File: src/rtl/sync_fifo_param.sv
// Synchronous FIFO with registered status flags and sticky overflow/underflow.
// Define FIFO_FWFT_EN for first-word-fall-through reads; the default build uses a registered DataOut.
module sync_fifo_param #(
  parameter int WIDTH    = 8,
  parameter int DEPTH    = 16,
  parameter int AF_LEVEL = DEPTH - 2,
  parameter int AE_LEVEL = 2
) (
  input  logic                     clk,
  input  logic                     rst,
  input  logic                     WD,
  input  logic                     RD,
  input  logic [WIDTH-1:0]         Data,
  input  logic                     ClrErr,
  output logic [WIDTH-1:0]         DataOut,
  output logic                     Empty,
  output logic                     Full,
  output logic                     AlmostEmpty,
  output logic                     AlmostFull,
  output logic [$clog2(DEPTH):0]   Count,
  output logic                     Overflow,
  output logic                     Underflow
);

  localparam int AW = $clog2(DEPTH);
  localparam int CW = AW + 1;

  localparam logic [CW-1:0] FULL_CNT = CW'(DEPTH);
  localparam logic [CW-1:0] AF_CNT   = CW'(AF_LEVEL);
  localparam logic [CW-1:0] AE_CNT   = CW'(AE_LEVEL);

  logic [WIDTH-1:0] mem_q [DEPTH];

  logic [AW-1:0] wr_ptr_q, wr_ptr_d;
  logic [AW-1:0] rd_ptr_q, rd_ptr_d;
  logic [CW-1:0] count_q,  count_d;
  logic          ovf_q,    ovf_d;
  logic          udf_q,    udf_d;
  logic          rd_acc,   wr_acc;

  // Status flags decode the registered count only, so they move on the same edge as Count.
  assign Empty       = (count_q == '0);
  assign Full        = (count_q == FULL_CNT);
  assign AlmostEmpty = (count_q <= AE_CNT);
  assign AlmostFull  = (count_q >= AF_CNT);
  assign Count       = count_q;
  assign Overflow    = ovf_q;
  assign Underflow   = udf_q;

  // A read frees a slot in the same cycle, so a write at Full is still accepted alongside it.
  assign rd_acc = RD && !Empty;
  assign wr_acc = WD && (!Full || rd_acc);

  always_comb begin
    // NOTE: every combinational output gets a default first so no path can infer a latch.
    wr_ptr_d = wr_ptr_q;
    rd_ptr_d = rd_ptr_q;
    count_d  = count_q;

    if (wr_acc) wr_ptr_d = wr_ptr_q + AW'(1);
    if (rd_acc) rd_ptr_d = rd_ptr_q + AW'(1);

    unique case ({wr_acc, rd_acc})
      2'b10:   count_d = count_q + CW'(1);
      2'b01:   count_d = count_q - CW'(1);
      default: count_d = count_q;
    endcase

    // A new error in the same cycle as ClrErr takes priority over the clear.
    ovf_d = (WD && !wr_acc) || (ovf_q && !ClrErr);
    udf_d = (RD && !rd_acc) || (udf_q && !ClrErr);
  end

  // NOTE: storage has no reset; the pointers and count alone define which words are valid.
  always_ff @(posedge clk) begin
    if (wr_acc) mem_q[wr_ptr_q] <= Data;
  end

  // NOTE: sequential state uses non-blocking assignments so all registers update together.
  always_ff @(posedge clk or negedge rst) begin
    if (!rst) begin
      wr_ptr_q <= '0;
      rd_ptr_q <= '0;
      count_q  <= '0;
      ovf_q    <= 1'b0;
      udf_q    <= 1'b0;
    end else begin
      wr_ptr_q <= wr_ptr_d;
      rd_ptr_q <= rd_ptr_d;
      count_q  <= count_d;
      ovf_q    <= ovf_d;
      udf_q    <= udf_d;
    end
  end

`ifdef FIFO_FWFT_EN
  // Head word is presented combinationally; RD acknowledges the word already on DataOut.
  assign DataOut = Empty ? '0 : mem_q[rd_ptr_q];
`else
  logic [WIDTH-1:0] dout_q, dout_d;

  always_comb begin
    dout_d = dout_q;
    if (rd_acc) dout_d = mem_q[rd_ptr_q];
  end

  always_ff @(posedge clk or negedge rst) begin
    if (!rst) dout_q <= '0;
    else      dout_q <= dout_d;
  end

  assign DataOut = dout_q;
`endif

endmodule

File: config.mk
export PLATFORM = sky130hd
export DESIGN_NAME = sync_fifo_param
export DESIGN_NICKNAME = d
export VERILOG_FILES = /design/src/rtl/sync_fifo_param.sv
export SDC_FILE = /design/constraint.sdc
export NUM_CORES = 1
export LEC_CHECK = 0
export ABC_AREA = 1
export CORE_MARGIN = 5
export CORE_UTILIZATION = 54
export DETAILED_ROUTE_END_ITERATION = 16
export PLACE_DENSITY = 0.79
export REMOVE_ABC_BUFFERS = 1
export SYNTH_ARGS = -nofsm -noshare
export SYNTH_HDL_FRONTEND = slang
export SYNTH_SLANG_ARGS = --single-unit
File: constraint.sdc
create_clock -name clk -period 2.56 [get_ports clk]
set_clock_uncertainty 0.15 [all_clocks]
set_input_delay 0.512 -clock clk [delete_from_list [all_inputs] [get_ports clk]]
set_output_delay 0.512 -clock clk [all_outputs]
set_load 0.02 [all_outputs]
==> results of run 1 <==
==> cells by family (layout without fill, tap and decap cells) <==
logic type	after synthesis	count (layout)
and+or+nand+nor	345	345
buffers and inverters	142	211
AOI/OAI and AO/OA	14	14
DFF	151	151
xor gates and xnor gates	8	8
adders and majority gates	10	10
==> power groups by stage <==
stage	Combinational (W)	Sequential (W)	Clock, W
2_1_floorplan	0.00163	0.00355	0
3_3_place_gp	0.00302	0.00325	0
3_5_place_dp	0.00313	0.00328	0
4_1_cts	0.00316	0.00323	0.00255
5_1_grt	0.00351	0.00327	0.00268
6_report	0.00318	0.00323	0.00253
==> flip-flops by register name, summed over array words and instances, names as in the netlist <==
signal / count
mem_q: 128
Underflow: 1
rd_ptr_q: 4
wr_ptr_q: 4
Overflow: 1
Count: 5
DataOut: 8
==> final cells by class <==
type	count	area [sq um]	share of cell area, %
repair buffers	63	567	7.12
flip-flops and latches	151	4420	55.5
multi-input cells	377	1720	21.7
clock buffers	17	425	5.34
clock inverters	15	178	2.23
well taps	168	210	2.64
inverters	116	435	5.47
==> metrics by stage <==
step                total power (W)  std cells  instance area [sq um]  TNS [ns]
floorplan                   0.00518        644                   6580     -1.66
finish                      0.00894        907                   7960         0
global route                0.00946        907                   7960   -0.0898
CTS                         0.00895        905                   7940         0
global placement            0.00627        873                   7340   -0.0375
detailed placement          0.00641        873                   7340    -0.283
==> worst max-delay path, cell delays in order (launching register included) <==
cell                      delay, ns
sky130_fd_sc_hd__dfrtp_1       0.43
sky130_fd_sc_hd__nor2_2        0.16
sky130_fd_sc_hd__nand4_1       0.16
sky130_fd_sc_hd__nand2_2       0.11
sky130_fd_sc_hd__inv_2         0.04
sky130_fd_sc_hd__ha_1          0.24
sky130_fd_sc_hd__fa_1          0.42
sky130_fd_sc_hd__a21oi_1       0.15
sky130_fd_sc_hd__nor2_1        0.07
sky130_fd_sc_hd__nor2_1        0.17
sky130_fd_sc_hd__xor2_1        0.17
sky130_fd_sc_hd__nand2_1       0.06
sky130_fd_sc_hd__nand2_1       0.06
==> routing by layer <==
metal  GRT usage [%]  vias up  share of wire (%)
li1                -     2259                  -
met1            26.3     2263                 39
met2            37.1      180                 53
met3            5.06       32                5.6
met4            9.59        0                2.7
met5               0        -                  0
==> repair_timing <==
item | 4_1_cts | 5_1_grt
gates resized for setup | 1 | 2
pin swaps | 0 | 1
buffers inserted | 0 | 2
endpoints found under the setup margin | 1 | 3
==> worst paths after layout <==
path / to / slack, ns / from / cells past startpoint
max: Count[4] / 0.11 / Count[3] / 12
min: Overflow / 0.30 / rst / 2
max reg2reg: Count[4] / 0.11 / Count[3] / 12
min reg2reg: DataOut[6] / 0.33 / DataOut[6] / 2
max in group asynchronous: rd_ptr_q[0] / 1.70 / rst / 2
min in group clk: DataOut[6] / 0.33 / DataOut[6] / 2
==> synth_stat cells, types with 2 or more instances <==
| library cell | number | share of area (%) |
|---|---|---|
| sky130_fd_sc_hd__nand2_1 | 217 | 12 |
| sky130_fd_sc_hd__edfxtp_1 | 128 | 57 |
| sky130_fd_sc_hd__inv_1 | 111 | 6.2 |
| sky130_fd_sc_hd__nand3_1 | 102 | 7.6 |
| sky130_fd_sc_hd__dfrtp_1 | 23 | 8.5 |
| sky130_fd_sc_hd__nor2_1 | 20 | 1.1 |
| sky130_fd_sc_hd__buf_2 | 13 | 0.97 |
| sky130_fd_sc_hd__ha_1 | 9 | 1.7 |
| sky130_fd_sc_hd__buf_4 | 8 | 0.89 |
| sky130_fd_sc_hd__xor2_1 | 6 | 0.78 |
| sky130_fd_sc_hd__o21ai_0 | 5 | 0.37 |
| sky130_fd_sc_hd__a21oi_1 | 3 | 0.22 |
| sky130_fd_sc_hd__inv_2 | 3 | 0.17 |
| sky130_fd_sc_hd__buf_6 | 2 | 0.33 |
| sky130_fd_sc_hd__clkbuf_1 | 2 | 0.11 |
| sky130_fd_sc_hd__clkinv_1 | 2 | 0.11 |
| sky130_fd_sc_hd__nand2_2 | 2 | 0.19 |
| sky130_fd_sc_hd__nor2_2 | 2 | 0.19 |
| sky130_fd_sc_hd__o21ai_1 | 2 | 0.15 |
| sky130_fd_sc_hd__xnor2_1 | 2 | 0.26 |
==> tab_implementation.tex, run 1 <==
\begin{tabular}{lr}
\hline
Metric & Value \\
\hline
\multicolumn{2}{l}{\textbf{Power}} \\
Fraction of power consumed by the clock network & 28.3\% \\
Switch Pwr & about 0.0033 W \\
Sequential cell fraction of total power & 36.2\% \\
Combinational share of power & a little over a third \\
Leak pwr & around 3.6 nW \\
Peak supply drop & roughly 0.70 mV \\
P\_int & approximately 0.0057 W \\
Switching portion of total power & 36.6\% \\
Pwr/cell area & 1120 nW/um\^{}2 \\
\multicolumn{2}{l}{\textbf{Placement}} \\
Final RePlAce weighted congestion & 0.857 \\
Detailed-placement wirelength estimate & around 9700 um \\
Worst setup slack after placement & -0.185 ns \\
Buffers added on ports & 31 \\
\multicolumn{2}{l}{\textbf{Detailed routing}} \\
Number of routed nets with antenna violations & 0 \\
Number of DRC violations after detailed-routing iteration 0 & approximately 420 \\
Routed via count divided by cell count & around 5.2 \\
Length of the first detailed-routing pass in iterations & 6 \\
Total wirelength of the detailed-routed design & around 15,000 um \\
Remaining design rule violation count & 0 \\
Via count & about 4,700 \\
Wire length per cell after detailed routing & between 15 and 20 um \\
\multicolumn{2}{l}{\textbf{Synth}} \\
Most used flip-flop cell after synthesis & sky130\_fd\_sc\_hd\_\_edfxtp\_1 \\
Xor and xnor fraction of the mapped netlist area & between 1 and 1.5\% \\
Syn Inst Count & 670 \\
Post-synthesis share of cell area spent on full adders, half adders and majority gates & under 10\% \\
Number of storage elements in the synthesis netlist & 151 \\
Area fraction in compound gates after synthesis & under 10\% \\
Cell Area, Synth & between 6000 and 7000 sq um \\
Portion of the post-synthesis area used by sequential elements & $\sim$66\% \\
Fraction of registers with async set/reset & 15.2\% \\
Post-synthesis mux area share & 0\% \\
Combinational family with the most area after synthesis & simple AND/OR/NAND/NOR gates \\
Synth Area in Simple Gates & 21.4\% \\
Number of enable flip-flop cells after synthesis & around 130 \\
Yosys synthesis warning count & 0 \\
Syn Area/Cell & between 10 and 15 sq um \\
Library cells used by synthesis & 28 \\
\multicolumn{2}{l}{\textbf{Floorplan}} \\
Die boundary height & about 120 um \\
Area of the die & 14,800 sq um \\
Area inside the core boundary & 12,100 sq um \\
Die extent in x & 122 um \\
Number of I/O pins & 32 \\
Effective utilization at floorplan & $\sim$56\% \\
Number of placement rows & 40 \\
\multicolumn{2}{l}{\textbf{STA}} \\
Final period utilization & 95.6\% \\
Fin Hold WS & 0.298 ns \\
Tightest Pin Transition & 0.793 ns \\
Final Hold Vio Count & 0 \\
Setup Viol. Count Final & 0 \\
Total count of max-transition violations in the final report & 0 \\
Worst relative slew slack & roughly 47\% \\
Maximum clock frequency & a little over 0.4 GHz \\
Unrepaired setup endpoints after global routing & true \\
Clock period minus worst slack & between 2 and 2.5 ns \\
Final worst-path setup slack & approximately 0.11 ns \\
\multicolumn{2}{l}{\textbf{Finish}} \\
Post-layout utilization of the core & about 66\% \\
Highest-count cells in the layout ignoring fill and taps & sky130\_fd\_sc\_hd\_\_nand2\_1, sky130\_fd\_sc\_hd\_\_edfxtp\_1, sky130\_fd\_sc\_hd\_\_inv\_1 \\
Most common library cell in the layout ignoring fill and taps & sky130\_fd\_sc\_hd\_\_nand2\_1 \\
Area added between synthesis and finish & 18.1\% \\
NumNets Final & about 750 \\
Antenna Diode Count & 0 \\
Fill count & between 900 and 1,000 \\
Fraction of final layout cells sized beyond drive strength 1 & about a tenth \\
\multicolumn{2}{l}{\textbf{Clock network}} \\
Hold bufs inserted after CTS & 0 \\
CTS Root Cell & sky130\_fd\_sc\_hd\_\_clkbuf\_16 \\
Clock-pin transition on the worst setup and hold timing paths & about 0.06 ns \\
CTS H-Tree Depth & 4 \\
Clk buf depth & 2 \\
Clock tree from TritonCTS & done \\
Number of sinks on the clock net & roughly 150 \\
Worst-skew pair later-pin latency & $\sim$0.42 ns \\
Number of clock buffers inserted by TritonCTS & 17 \\
\multicolumn{2}{l}{\textbf{Status}} \\
Status & finished, final reports clean \\
\multicolumn{2}{l}{\textbf{Setup path}} \\
Setup crit start kind & register \\
Maximum fanout along the worst path & 5 \\
Worst setup path category & register to register \\
CP Data Required Time & around 2.8 ns \\
Critical Path AT & 2.66 ns \\
CP Capture Type & register \\
\multicolumn{2}{l}{\textbf{Global route}} \\
GR Overflow Total & 0 \\
Overall fraction of global-route tracks in use & 21.7\% \\
Global-route wire length before repair & 24,200 um \\
Number of antenna violations at the first check in global routing & 0 \\
Pin count of the biggest net entering global routing & 67 \\
Via count of the first global-routing pass & approximately 4,800 \\
\multicolumn{2}{l}{\textbf{Hold path}} \\
Class of the tightest hold or removal check & input pin to async pin \\
\multicolumn{2}{l}{\textbf{Run}} \\
Max capacitance violation total & 0 \\
\hline
\end{tabular}
No activity file was read; power rests on OpenSTA's default activity.
==> run 2, diff against run 1 <==
--- a/config.mk
+++ b/config.mk
@@ -9,7 +9,8 @@
 export CORE_MARGIN = 5
 export CORE_UTILIZATION = 54
 export DETAILED_ROUTE_END_ITERATION = 16
-export PLACE_DENSITY = 0.79
+export PLACE_DENSITY_LB_ADDON = 0.2
+export RECOVER_POWER = 25
 export REMOVE_ABC_BUFFERS = 1
 export SYNTH_ARGS = -nofsm -noshare
 export SYNTH_HDL_FRONTEND = slang
==> tab_implementation.tex, run 2 (synthesized netlist as in run 1, its figures left out) <==
\begin{tabular}{lr}
\hline
Metric & Value \\
\hline
\multicolumn{2}{l}{\textbf{Setup path}} \\
CP Capture Type & primary output \\
CP Data Required Time & 1.90 ns (-0.87 ns) \\
Setup crit start kind & register \\
Maximum fanout along the worst path & 5 (unchanged) \\
Critical Path AT & 1.79 ns (-0.87 ns) \\
Worst setup path category & register to primary output \\
\multicolumn{2}{l}{\textbf{Placement}} \\
Final RePlAce weighted congestion & 0.840 (-1.9\%) \\
Buffers added on ports & 31 (unchanged) \\
Detailed-placement wirelength estimate & 9820 um (+1.3\%) \\
Worst setup slack after placement & -0.111 ns (+0.0741 ns) \\
\multicolumn{2}{l}{\textbf{Floorplan}} \\
Die boundary height & 122 um (unchanged) \\
Area inside the core boundary & 12,100 sq um (unchanged) \\
Die extent in x & 122 um (unchanged) \\
Number of I/O pins & 32 (unchanged) \\
Effective utilization at floorplan & 55.6\% (unchanged) \\
Number of placement rows & 40 (unchanged) \\
Area of the die & 14,800 sq um (unchanged) \\
\multicolumn{2}{l}{\textbf{Hold path}} \\
Class of the tightest hold or removal check & register to register \\
\multicolumn{2}{l}{\textbf{Global route}} \\
GR Overflow Total & 0 (unchanged) \\
Pin count of the biggest net entering global routing & 67 (unchanged) \\
Via count of the first global-routing pass & 4,619 (-3.4\%) \\
Number of antenna violations at the first check in global routing & 0 (unchanged) \\
Overall fraction of global-route tracks in use & 21.7\% (about the same) \\
Global-route wire length before repair & 24,000 um (-0.68\%) \\
\multicolumn{2}{l}{\textbf{Finish}} \\
Antenna Diode Count & 0 (unchanged) \\
Register name with the most flops & mem\_q \\
NumNets Final & 754 (+0.67\%) \\
Area added between synthesis and finish & 17.8\% \\
Highest-count cells in the layout ignoring fill and taps & sky130\_fd\_sc\_hd\_\_nand2\_1, sky130\_fd\_sc\_hd\_\_edfxtp\_1, sky130\_fd\_sc\_hd\_\_inv\_1 \\
Largest register FFs & 128 (unchanged) \\
Most common library cell in the layout ignoring fill and taps & sky130\_fd\_sc\_hd\_\_nand2\_1 \\
Fraction of final layout cells sized beyond drive strength 1 & 9.41\% (-0.064 points) \\
\multicolumn{2}{l}{\textbf{STA}} \\
Setup Viol. Count Final & 0 (unchanged) \\
Worst relative slew slack & 14.8\% (-32 points) \\
Maximum clock frequency & 0.408 GHz (-0.15\%) \\
Final Hold Vio Count & 0 (unchanged) \\
Unrepaired setup endpoints after global routing & false \\
Fin Hold WS & 0.335 ns (+0.0368 ns) \\
Final period utilization & 95.7\% (+0.14 points) \\
Clock period minus worst slack & 2.45 ns (+0.00369 ns) \\
Final-layout setup total negative slack & 0 ns (unchanged) \\
Final worst-path setup slack & 0.110 ns (-0.00369 ns) \\
Total count of max-transition violations in the final report & 0 (unchanged) \\
Tightest Pin Transition & 1.28 ns (+0.485 ns) \\
\multicolumn{2}{l}{\textbf{Power}} \\
Leak pwr & 3.52 nW (-1.2\%) \\
Pwr/cell area & 1100 nW/um\^{}2 (-1.9\%) \\
Peak supply drop & 0.667 mV (-4.4\%) \\
\multicolumn{2}{l}{\textbf{Detailed routing}} \\
Number of routed nets with antenna violations & 0 (unchanged) \\
Routed via count divided by cell count & 5.06 (-3.0\%) \\
Wire length per cell after detailed routing & 16.3 um (-1.6\%) \\
Total wirelength of the detailed-routed design & 14,800 um (-1.1\%) \\
Length of the first detailed-routing pass in iterations & 5 (-1) \\
Via count & 4,616 (-2.5\%) \\
Remaining design rule violation count & 0 (unchanged) \\
Number of DRC violations after detailed-routing iteration 0 & 404 (-3.3\%) \\
\multicolumn{2}{l}{\textbf{Clock network}} \\
Worst-skew pair later-pin latency & 0.42 ns (about the same) \\
CTS Root Cell & sky130\_fd\_sc\_hd\_\_clkbuf\_16 \\
Number of clock buffers inserted by TritonCTS & 17 (unchanged) \\
Number of sinks on the clock net & 151 (unchanged) \\
Clock-pin transition on the worst setup and hold timing paths & 0.06 ns (about the same) \\
Hold bufs inserted after CTS & 0 (unchanged) \\
Clock tree from TritonCTS & done \\
Clk buf depth & 2 (unchanged) \\
CTS H-Tree Depth & 4 (unchanged) \\
\multicolumn{2}{l}{\textbf{Status}} \\
Status & finished, final reports clean \\
\multicolumn{2}{l}{\textbf{Run}} \\
Max capacitance violation total & 0 (unchanged) \\
\hline
\end{tabular}
## run 2: cell count changes in the layout (fill, tap and decap cells not counted), moves of 5 or more
cell / change
sky130_fd_sc_hd__clkinv_4: -5
sky130_fd_sc_hd__clkbuf_1: +8
sky130_fd_sc_hd__dlygate4sd3_1: +6
sky130_fd_sc_hd__clkdlybuf4s50_1: -5
sky130_fd_sc_hd__clkinv_2: +5
## run 2: power by group
part / switching (W) / internal, W
sequential: 0.000195 / 0.00304
combinational: 0.00208 / 0.00111
clock: 0.000906 / 0.00142
total: 0.00318 / 0.00557
## run 2: layout make-up
class	instances	area (sq um)
clock buffers	21	440
clock inverters	11	108
fillers	983	4180
inverters	116	435
multi-input cells	377	1730
flip-flops and latches	151	4420
well taps	168	210
repair buffers	68	596
## run 2: path summary, 6_finish.rpt
path                             from  depth (start not counted)          end  slack, ns
setup / recovery             Count[3]                          4  AlmostEmpty       0.11
hold / removal             DataOut[0]                          2   DataOut[0]       0.33
setup reg to reg             Count[3]                         13     Count[4]       0.22
hold reg to reg            DataOut[0]                          2   DataOut[0]       0.33
max in group asynchronous         rst                          2  rd_ptr_q[0]       0.68
min in group asynchronous         rst                          2     Overflow       0.74
## run 2: critical path: stages, from the launching register on
cell and delay, ns:
sky130_fd_sc_hd__dfrtp_1 0.43, sky130_fd_sc_hd__nor2_2 0.16, sky130_fd_sc_hd__nand2_1 0.06, sky130_fd_sc_hd__a21oi_1 0.10, sky130_fd_sc_hd__clkdlybuf4s50_1 0.61
## run 2: layer usage
| metal | share of wire (%) | global-route usage [%] | up-vias |
|---|---|---|---|
| li1 | - | - | 2271 |
| met5 | 0 | 0 | - |
| met4 | 2.3 | 8.68 | 0 |
| met1 | 43 | 28.2 | 2199 |
| met3 | 4.5 | 4.55 | 28 |
| met2 | 50 | 35.7 | 118 |
## run 2: repair_timing
item,CTS,global route
setup endpoints to repair,2,1
setup buffers,0,0
resized for setup,2,1
## run 2: metrics by stage
step,utilization [%],total power (W),instances,cell area [sq um]
after CTS,65.6,0.00878,912,7950
after global routing,65.5,0.00928,912,7940
final,65.5,0.00874,912,7940
after detailed placement,61.1,0.00646,880,7400
after floorplan,-,0.00518,644,6580
after global placement,61.1,0.00635,880,7400
